### config.mk
export PLATFORM = sky130hd
export DESIGN_NAME = sb_config_loader
export DESIGN_NICKNAME = d
export VERILOG_FILES = /design/src/rtl/sb_config_loader.sv
export SDC_FILE = /design/constraint.sdc
export NUM_CORES = 1
export LEC_CHECK = 0
export CAP_MARGIN = 20
export CORE_AREA = 2 2 96 98
export CTS_CLUSTER_SIZE = 30
export DETAILED_ROUTE_END_ITERATION = 10
export DIE_AREA = 0 0 98 100
export PLACE_DENSITY = 0.88
export SLEW_MARGIN = 20
export SYNTH_ARGS = -nofsm -noshare
export SYNTH_HDL_FRONTEND = slang
export SYNTH_SLANG_ARGS = --single-unit
### constraint.sdc
create_clock -name clk -period 3.2 [get_ports clk]
set_clock_uncertainty 0.05 [all_clocks]
set_input_delay 0.32 -clock clk [delete_from_list [all_inputs] [get_ports clk]]
set_output_delay 0.32 -clock clk [all_outputs]
set_load 0.01 [all_outputs]
### src/rtl/sb_config_loader.sv
// Switch-box configuration initiator: decodes (tile, data) records from a word stream
// and drives the shared config_data bus with a one-hot config_en strobe.
// Optional trailing XOR checksum word: define SB_CONFIG_LOADER_CHECKSUM_EN.
module sb_config_loader #(
    parameter int width     = 32,
    parameter int num_tiles = 16
) (
    input  logic                 clk,
    input  logic                 reset,
    input  logic                 start,
    input  logic [width-1:0]     bs_data,
    input  logic                 bs_valid,
    output logic                 bs_ready,
    output logic [width-1:0]     config_data,
    output logic [num_tiles-1:0] config_en,
    output logic                 busy,
    output logic                 done,
    output logic                 err
);

`ifdef SB_CONFIG_LOADER_CHECKSUM_EN
    typedef enum logic [2:0] {
        ST_IDLE = 3'd0, ST_CNT = 3'd1, ST_ADDR = 3'd2, ST_DATA = 3'd3,
        ST_WR   = 3'd4, ST_DONE = 3'd5, ST_ERR = 3'd6, ST_CHK = 3'd7
    } state_t;
    localparam state_t ST_FINAL = ST_CHK;
`else
    typedef enum logic [2:0] {
        ST_IDLE = 3'd0, ST_CNT = 3'd1, ST_ADDR = 3'd2, ST_DATA = 3'd3,
        ST_WR   = 3'd4, ST_DONE = 3'd5, ST_ERR = 3'd6
    } state_t;
    localparam state_t ST_FINAL = ST_DONE;
`endif

    localparam logic [16:0]      TILE_LIMIT = 17'(num_tiles);
    localparam logic [width-1:0] CNT_ONE    = {{(width-1){1'b0}}, 1'b1};

    state_t                 state_r;
    state_t                 next_s;
    logic                   accept_s;
    logic                   addr_ok_s;
    logic                   ready_next_s;
    logic                   busy_next_s;
    logic [width-1:0]       cnt_r;
    logic [15:0]            addr_r;
    logic                   bs_ready_r;
    logic [width-1:0]       config_data_r;
    logic [num_tiles-1:0]   config_en_r;
    logic                   busy_r;
    logic                   done_r;
    logic                   err_r;
`ifdef SB_CONFIG_LOADER_CHECKSUM_EN
    logic [width-1:0]       xor_r;
`endif

    function automatic logic [num_tiles-1:0] tile_strobe(input logic [15:0] idx);
        logic [num_tiles-1:0] v;
        v = '0;
        for (int i = 0; i < num_tiles; i++) begin
            v[i] = (idx == 16'(i));
        end
        return v;
    endfunction

    // Next-state decode plus the state classes that drive the registered outputs.
    always_comb begin
        next_s    = state_r;
        accept_s  = bs_valid && bs_ready_r;
        addr_ok_s = ({1'b0, bs_data[15:0]} < TILE_LIMIT);
        case (state_r)
            ST_IDLE: if (start) next_s = ST_CNT; else next_s = state_r;
            ST_CNT: begin
                if (accept_s) begin
                    if (bs_data == '0) next_s = ST_FINAL; else next_s = ST_ADDR;
                end else begin
                    next_s = state_r;
                end
            end
            ST_ADDR: begin
                if (accept_s) begin
                    if (addr_ok_s) next_s = ST_DATA; else next_s = ST_ERR;
                end else begin
                    next_s = state_r;
                end
            end
            ST_DATA: if (accept_s) next_s = ST_WR; else next_s = state_r;
            ST_WR:   if (cnt_r == CNT_ONE) next_s = ST_FINAL; else next_s = ST_ADDR;
            ST_DONE: if (start) next_s = ST_CNT; else next_s = state_r;
            ST_ERR:  next_s = ST_ERR;
`ifdef SB_CONFIG_LOADER_CHECKSUM_EN
            ST_CHK: begin
                if (accept_s) begin
                    if (bs_data == xor_r) next_s = ST_DONE; else next_s = ST_ERR;
                end else begin
                    next_s = state_r;
                end
            end
`endif
            default: next_s = ST_IDLE;
        endcase
`ifdef SB_CONFIG_LOADER_CHECKSUM_EN
        ready_next_s = (next_s == ST_CNT) || (next_s == ST_ADDR) ||
                       (next_s == ST_DATA) || (next_s == ST_CHK);
`else
        ready_next_s = (next_s == ST_CNT) || (next_s == ST_ADDR) || (next_s == ST_DATA);
`endif
        busy_next_s = ready_next_s || (next_s == ST_WR);
    end

    // State, datapath and registered outputs; outputs are decoded from next state.
    always_ff @(posedge clk) begin
        if (!reset) begin
            state_r       <= ST_IDLE;
            cnt_r         <= '0;
            addr_r        <= 16'h0000;
            bs_ready_r    <= 1'b0;
            config_data_r <= '0;
            config_en_r   <= '0;
            busy_r        <= 1'b0;
            done_r        <= 1'b0;
            err_r         <= 1'b0;
`ifdef SB_CONFIG_LOADER_CHECKSUM_EN
            xor_r         <= '0;
`endif
        end else begin
            state_r    <= next_s;
            bs_ready_r <= ready_next_s;
            busy_r     <= busy_next_s;
            done_r     <= (next_s == ST_DONE);
            err_r      <= (next_s == ST_ERR);
            // The strobe fires in WR only, so it lands one edge after the data word.
            if (state_r == ST_DATA && accept_s) begin
                config_en_r   <= tile_strobe(addr_r);
                config_data_r <= bs_data;
            end else begin
                config_en_r   <= '0;
            end
            if (state_r == ST_CNT && accept_s) begin
                cnt_r <= bs_data;
            end else if (state_r == ST_WR) begin
                cnt_r <= cnt_r - CNT_ONE;
            end
            if (state_r == ST_ADDR && accept_s) begin
                addr_r <= bs_data[15:0];
            end
`ifdef SB_CONFIG_LOADER_CHECKSUM_EN
            if ((state_r == ST_IDLE || state_r == ST_DONE) && start) begin
                xor_r <= '0;
            end else if (accept_s && state_r != ST_CHK) begin
                xor_r <= xor_r ^ bs_data;
            end
`endif
        end
    end

    assign bs_ready    = bs_ready_r;
    assign config_data = config_data_r;
    assign config_en   = config_en_r;
    assign busy        = busy_r;
    assign done        = done_r;
    assign err         = err_r;

endmodule
==> impl_metrics.toml, run 1 <==
[power_and_ir_drop]
vdd_ir_drop_max_uv = 252
combPwrFrac_pct = 17.9
power_density_nw_per_um2 = 505
seqPwrFrac_pct = 49.6
p_sw_w = 0.000776
clkPwrFrac_pct = 32.5
p_leak_nw = 1.84
internal_power_w = 0.00199
power_switching_share_pct = 28.1

[run]
maxCapViolCount = 0

[clocking]
clockBufferDepth = 2
cts-resized-gates = 0
cts-htree-levels = 3
numCtsBuffers = 9
hold_buffers = 0
cts_tree = "yes"
clk_latency_ns = 0.36
clock-sinks = 103
cts_root_buffer = "clkbuf_8"
post_cts_buffers = 0
clkTransAtPathRegs_ns = 0.09

[route]
dr.max_layer_used = "met4"
drt_iter0_markers = 391
post-route-drc-count = 0
antenna_left = 0
wl_met3_mm = 1.01
vias = 4317
routed_wl_mm = 11.7
via_per_inst = 5.91
wl_met2_mm = 5.80
drt_first_pass_iters = 6
wl_met1_mm = 4.58
routedWlPerCell_um = 16.0

[critical_path]
crit_required_ns = 3.38
reg2reg_slack_ns = 0.40
r2r_cells = 6
timing.rr.start = "cnt_r[12]"
critPathKind = "flip-flop to flip-flop"
worstPathArrival_ns = 2.98
crit_fanout = 9
r2r_end = "cnt_r[30]"
start_kind = "flip-flop"
cp-end-kind = "flip-flop"

[min_path]
min_path_type = "flip-flop to flip-flop"
hold-path-cell-count = 2
min_to = "addr_r[4]"
min_from = "addr_r[4]"

[timing]
rsz0062_at_grt = "false"
final.period_utilization_pct = 87.5
max_freq_mhz = 357
final.setup.tns_ns = 0
hold_viol_final = 0
slew_viol_final = 0
max-slew-margin-rel_pct = 49.3
fin_hold_ws_ns = 0.411
setup_viol = 0
period_needed_ns = 2.80
worst_pin_slew_ns = 0.759

[yosys]
synth_top_family_by_area = "simple AND/OR/NAND/NOR gates"
synth_seq_area_share_pct = 48.2
synthMuxAreaShare_pct = 0
syn_inst = 539
synth-edff-count = 0
synth_nets = 577
syn-cell-area_um2 = 4280
synthFlopType = "dfxtp_1"
syn_avg_cell_area_um2 = 7.93
synth-simple-area-share_pct = 28.7
async_flop_share_pct = 0
synth.ff_latch_count = 103
yosysWarnings = 0
ys_types = 45
synth_xor_area_share_pct = 0.410
synthAdderAreaFrac_pct = 0.585
synth-compound-area-share_pct = 18.5

[global_routing]
grt_usage_pct = 23.5
grt_pass1_vias = 4042
grt_start_max_net_pins = 52
grt_overflow = 0
grt_first_pass_wirelength_mm = 18.8
grt_antenna_before_repair = 0

[finish]
fin_util_pct = 61.6
diodes = 0
area_delta_synth_final_pct = 28.1
fin_nets = 654
stdcell_area_um2 = 5480
drive_above_1_share_pct = 5.81
layout.cells.non_filler = 731

[placed_design]
place_congestion = 0.926
place_inst = 716
portBuffers = 87
placed_area_um2 = 5260
hpwl_mm = 8.09

[die]
dieArea_um2 = 9800
die_h_um = 100
die_w_um = 98
initial_core_util_pct = 48.1
rows = 35
io_pins = 88
coreArea_um2 = 8890

[run_status]
status = "finished clean"
-- worst max-delay path: stages, from the launching register on --
cell,delay (ns)
dfxtp_1,0.37
or4_4,0.59
or4_4,0.58
nor4_1,0.46
nand2_1,0.14
o311ai_0,0.35
a21oi_1,0.13
-- power by group through the flow --
stage,registers (W),clock network [W],logic (W)
2_1_floorplan,0.00139,0,0.000316
6_report,0.00137,0.000897,0.000495
4_1_cts,0.00137,0.000908,0.000479
5_1_grt,0.00138,0.000968,0.000531
3_3_place_gp,0.00140,0,0.000457
3_5_place_dp,0.00140,0,0.000473
-- layer usage --
metal,up-vias,GRT usage [%]
li1,2058,-
met3,38,4.53
met5,-,0
met1,1981,28.3
met2,240,41.2
met4,0,9.62
-- cells in the mapped netlist (all sizes together), types with 2 or more instances --
master / count / area share, %
a22oi: 3 / 0.53
clkbuf: 30 / 2.6
a222oi: 2 / 0.47
nor2: 43 / 3.8
nor3b: 6 / 1.1
nand2b: 6 / 1.1
nor4: 18 / 2.6
nor2b: 4 / 0.59
o211ai: 5 / 0.88
nand3: 10 / 1.3
inv: 8 / 0.70
nand2: 129 / 11
dfxtp: 103 / 48
a221oi: 11 / 2.3
o311ai: 5 / 1.0
nor3: 25 / 3.2
or3: 11 / 1.6
a211oi: 2 / 0.35
o21ai: 15 / 1.8
nand3b: 2 / 0.35
a31oi: 9 / 1.3
or4: 6 / 1.2
or2: 2 / 0.29
ha: 2 / 0.59
a21oi: 67 / 7.8
-- placed cells by master (no fill, tap or decap), types with 2 or more instances in the layout --
cell type        instances
or4_1                    4
a222oi_1                 2
clkbuf_8                10
nor2_1                  42
nand2b_1                 5
bufinv_16                2
clkdlybuf4s50_1         87
nor2b_1                  4
o21ai_0                 15
nand3_1                  9
nand3b_1                 2
nor4_1                  18
o311ai_0                 5
or2_2                    2
or3_1                   11
a221oi_1                11
o211ai_1                 5
a22oi_1                  3
inv_6                    2
nor3b_1                  6
nand2_1                129
a31oi_1                  9
nor3_1                  23
ha_1                     2
inv_1                    7
a211oi_1                 2
a21oi_1                 67
or4_4                    2
buf_4                    9
dfxtp_1                103
-- logic make-up (layout without fill, tap and decap cells) --
family,after synthesis,count (layout)
simple gates,264,264
buf+inv,39,120
flops,103,103
fa+ha+maj,2,2
compound gates,129,129
xor+xnor,2,2
-- flip-flops by register name, summed over array words and instances, names as in the netlist --
| signal | cells |
|---|---|
| addr_r | 16 |
| bs_ready | 1 |
| busy | 1 |
| cnt_r | 32 |
| config_data | 32 |
| config_en | 16 |
| done | 1 |
| err | 1 |
| state_r | 3 |
-- final cells by class --
type	count	area, um^2
Timing Repair Buffer	97	958
Clock buffer	11	141
Inverter	8	30.0
Sequential cell	103	2060
Clock inverter	4	77.6
Multi-Input combinational cell	397	2070
Fill cell	772	3410
Tap cell	111	139
-- worst max path at each step --
stage               startpoint   endpoint  cells after the start
detailed placement   cnt_r[12]  cnt_r[29]                      6
global placement     cnt_r[12]  cnt_r[29]                      6
finish               cnt_r[12]  cnt_r[30]                      6
floorplan            cnt_r[12]  cnt_r[29]                      7
global route         cnt_r[12]  cnt_r[30]                      6
CTS                  cnt_r[12]  cnt_r[29]                      6
-- per-stage QoR --
stage / setup WS [ns] / power [W]
floorplan: 0.612 / 0.00170
global placement: 0.535 / 0.00185
detailed placement: 0.455 / 0.00187
CTS: 0.423 / 0.00276
global route: 0.263 / 0.00288
finish: 0.400 / 0.00276
Power figures use the tool's default switching activity.
==> run 2, diff against run 1 <==
CTS_CLUSTER_SIZE = default   (was 30)
==> results of run 2 <==
Same layout as run 1: the final DEF is identical, and so are final timing and power.
==> run 3, diff against run 2 <==
CORE_AREA = 2 2 95 97   (was 2 2 96 98)
CTS_CLUSTER_SIZE = 8   (was default)
DIE_AREA = 0 0 97 99   (was 0 0 98 100)
HOLD_SLACK_MARGIN = 0.05   (was default)
PLACE_DENSITY = 0.89   (was 0.88)
==> run 3 against run 2 <==
Clock-buffer cell count up 2. Sequential share of layout area up 0.22 points. Utilization up 2.1 points.
==> impl_metrics.toml, run 3 (same netlist as run 1, synthesis figures left out) <==
[die]
io_pins = 88
coreArea_um2 = 8550
rows = 34
dieArea_um2 = 9600
die_w_um = 97
initial_core_util_pct = 50.0
die_h_um = 99

[placed_design]
portBuffers = 87
place_congestion = 0.867
hpwl_mm = 8.14

[timing]
slew_viol_final = 0
final.setup.tns_ns = 0
max_freq_mhz = 361
hold_viol_final = 0
final.period_utilization_pct = 86.4
setup_viol = 0
worst_pin_slew_ns = 0.884
max-slew-margin-rel_pct = 40.7
period_needed_ns = 2.77
fin_hold_ws_ns = 0.407
rsz0062_at_grt = "false"

[clocking]
cts_root_buffer = "clkbuf_8"
clkTransAtPathRegs_ns = 0.09
post_cts_buffers = 0
cts_tree = "yes"
cts-resized-gates = 0
clk_latency_ns = 0.37
clock-sinks = 103
cts-htree-levels = 3
hold_buffers = 0
numCtsBuffers = 9
clockBufferDepth = 2

[global_routing]
grt_first_pass_wirelength_mm = 18.6
grt_start_max_net_pins = 47
grt_pass1_vias = 3907
grt_antenna_before_repair = 0
grt_usage_pct = 23.3
grt_overflow = 0

[min_path]
hold-path-cell-count = 2
min_from = "config_data[27]"
min_path_type = "flip-flop to flip-flop"
min_to = "config_data[27]"

[critical_path]
path_common_cell = "or4_4"
cpPeakStageDelay_ns = 0.59
reg2reg_slack_ns = 0.43
start_kind = "flip-flop"
crit_slowest_cell = "or4_4"
critPathKind = "flip-flop to flip-flop"
cp-end-kind = "flip-flop"
worstPathArrival_ns = 3.01
crit_chain = "or4_4 > or4_4 > nor3_4 > nand3_2 > or4_1 > a31oi_1"
timing.rr.start = "cnt_r[12]"
r2r_cells = 6
crit_fanout = 9
r2r_end = "cnt_r[29]"
crit_required_ns = 3.44
path_buf_inv = 0
cp_top_family = "simple AND/OR/NAND/NOR gates"

[route]
via_per_inst = 5.85
drt_first_pass_iters = 6
antenna_left = 0
vias = 4264
routed_wl_mm = 11.5
post-route-drc-count = 0
drt_iter0_markers = 385
routedWlPerCell_um = 15.7

[finish]
fillers = 686
final_common_cell = "nand2_1"
fin_nets = 655
area_delta_synth_final_pct = 27.3
diodes = 0
final_cell_mix = "129 x nand2_1, 103 x dfxtp_1, 87 x clkdlybuf4s50_1"
drive_above_1_share_pct = 5.96

[run]
maxCapViolCount = 0

[power_and_ir_drop]
vdd_ir_drop_max_uv = 273
p_leak_nw = 1.82
power_density_nw_per_um2 = 481

[run_status]
status = "finished clean"
## run 3: changes by cell type in the layout (fill, tap and decap cells not counted), sizes merged
cell,change
buf,+1
bufinv,-2
clkbuf,+2
clkinvlp,+2
inv,-2
## run 3: worst reg2reg max path, stage by stage (launching register included)
cell     delay (ns)
dfxtp_1        0.37
or4_4          0.59
or4_4          0.58
nor3_4         0.33
nand3_2        0.18
or4_1          0.44
a31oi_1        0.17
## run 3: per-stage QoR
stage / instances / cell area (um^2) / setup WS [ns] / total power [W] / utilization [%]
final: 729 / 5450 / 0.434 / 0.00262 / 63.7
after global routing: 729 / 5450 / 0.266 / 0.00273 / 63.7
after CTS: 729 / 5450 / 0.444 / 0.00261 / 63.7
after detailed placement: 714 / 5260 / 0.466 / 0.00187 / 61.5
after global placement: 714 / 5260 / 0.538 / 0.00185 / 61.5
after floorplan: 539 / 4280 / 0.612 / 0.00170 / -
## run 3: cell type report
cell class | instances | area [um^2] | area share, %
Timing Repair Buffer | 98 | 966 | 17.7
Clock buffer | 13 | 169 | 3.10
Inverter | 8 | 30.0 | 0.551
Multi-Input combinational cell | 397 | 2070 | 38.0
Sequential cell | 103 | 2060 | 37.9
Tap cell | 108 | 135 | 2.48
Clock inverter | 2 | 15.0 | 0.276
## run 3: how the worst max path moves through the flow
stage,from,slack [ns],end,depth (start not counted)
floorplan,cnt_r[12],0.61,cnt_r[29],7
global placement,cnt_r[12],0.54,cnt_r[29],6
CTS,cnt_r[12],0.44,cnt_r[29],6
finish,cnt_r[12],0.43,cnt_r[29],6
global route,cnt_r[12],0.27,err,6
detailed placement,cnt_r[12],0.47,cnt_r[29],6
## run 3: power by group
part | internal, W | leakage, nW | switching, W
Combinational | 0.000195 | 0.904 | 0.000285
Sequential | 0.00133 | 0.831 | 0.0000466
Clock | 0.000343 | 0.0878 | 0.000423
Total | 0.00186 | 1.82 | 0.000754
## run 3: routing by layer
layer,GRT usage [%],part of all wire (%)
met2,40.9,50
met4,7.69,1.6
met5,0,0
met1,29.6,41
met3,3.55,8.0
==> variant (settings of run 2) <==
`width`: 32 -> 28.
--- a/src/rtl/sb_config_loader.sv
+++ b/src/rtl/sb_config_loader.sv
@@ -3,5 +3,5 @@
 // Optional trailing XOR checksum word: define SB_CONFIG_LOADER_CHECKSUM_EN.
 module sb_config_loader #(
-    parameter int width     = 32,
+    parameter int width     = 28,
     parameter int num_tiles = 16
 ) (
Ports: changed (resized bs_data and config_data); port bits go from 88 to 80. The function was not compared with the original's and may differ.
==> variant against run 2 <==
Sequential cell count shrank 8. Synthesized cell count shrank 8.9%. Area after synthesis shrank 5.3%. Routed wire length shrank 7.3%. Worst setup slack gained 0.36 ns. Largest cell class unchanged. Total power shrank 8.0%. Cell area shrank 5.5%. Non-clock buffer count shrank 9.
==> variant: results <==
{
  "status": "complete, no violations",
  "ir_drop_uv": 230,
  "synth_fa_ha_area_frac": 0.00618,
  "arrival_ns": 2.69,
  "wl_met3_um": 718,
  "synth.area.mux_share": 0.0127,
  "drtIter0Drc": 405,
  "placed_cells": 661,
  "wl_met2_mm": 5.08,
  "grt_pass1_wl_mm": 17.6,
  "syn_area_per_cell_um2": 8.25,
  "hp-start": "config_data[2]$_SDFFE_PN0P_",
  "dr.pass1.iters": 5,
  "use_met2": 0.357,
  "synthToLayoutAreaGrowth_pct": 27.8,
  "r2r_start": "state_r[0]$_SDFF_PN0_",
  "drive_gt1_frac": 0.0777,
  "fin_ws_ns": 0.758,
  "synth_xor_area_frac": 0,
  "ys_seq_area_frac": 0.470,
  "worstPathMaxFanout": 32,
  "fin_cells": 677,
  "place_congestion": 0.852,
  "synth_compound_area_frac": 0.210,
  "post_drt_via_cell_ratio": 5.90,
  "met1_length_mm": 4.70,
  "grtUsageTotal": 0.219,
  "ys_types": 57,
  "pre_cts_ws_ns": 0.732,
  "met1_usage": 0.278,
  "p_seq_mw": 1.26,
  "wirelength_mm": 10.8,
  "min_to": "config_data[2]$_SDFFE_PN0P_",
  "internal_power_mw": 1.83,
  "fin_hold_ws_ns": 0.414,
  "grt_max_degree": 42,
  "synth_common_cells": "dfxtp_1, nand2_1, a21oi_1",
  "grt_pass1_vias": 3704,
  "p_sw_uw": 717,
  "timing.rr.end": "config_en[2]$_SDFF_PN0_",
  "worst-r2r-cell-count": 5,
  "io_buffers": 79,
  "final_nets": 595
}
## variant: cell count changes in the layout (fill, tap and decap cells not counted), moves of 4 or more
| cell | before | now |
|---|---|---|
| nand2_1 | 129 | 93 |
| nand3_1 | 9 | 5 |
| o21ai_0 | 15 | 23 |
| clkdlybuf4s50_1 | 87 | 79 |
| a221oi_1 | 11 | 2 |
| mux2i_1 | 0 | 4 |
| or3_1 | 11 | 4 |
| nor3_1 | 23 | 15 |
| a21oi_1 | 67 | 71 |
| nand4_1 | 0 | 10 |
| o211ai_1 | 5 | 9 |
| dfxtp_1 | 103 | 95 |
## variant: critical path: stages (launching register included)
cell and delay (ns):
dfxtp_1 0.77, inv_1 0.30, or2_2 0.62, nor3_1 0.32, nand2_1 0.15, nor3_1 0.15
## variant: layout make-up
class | instances | share of cell area
clock buffers | 9 | 0.0239
clock inverters | 7 | 0.0217
inverters | 5 | 0.00362
multi-input cells | 362 | 0.388
flip-flops and latches | 95 | 0.367
well taps | 111 | 0.0268
repair buffers | 88 | 0.168
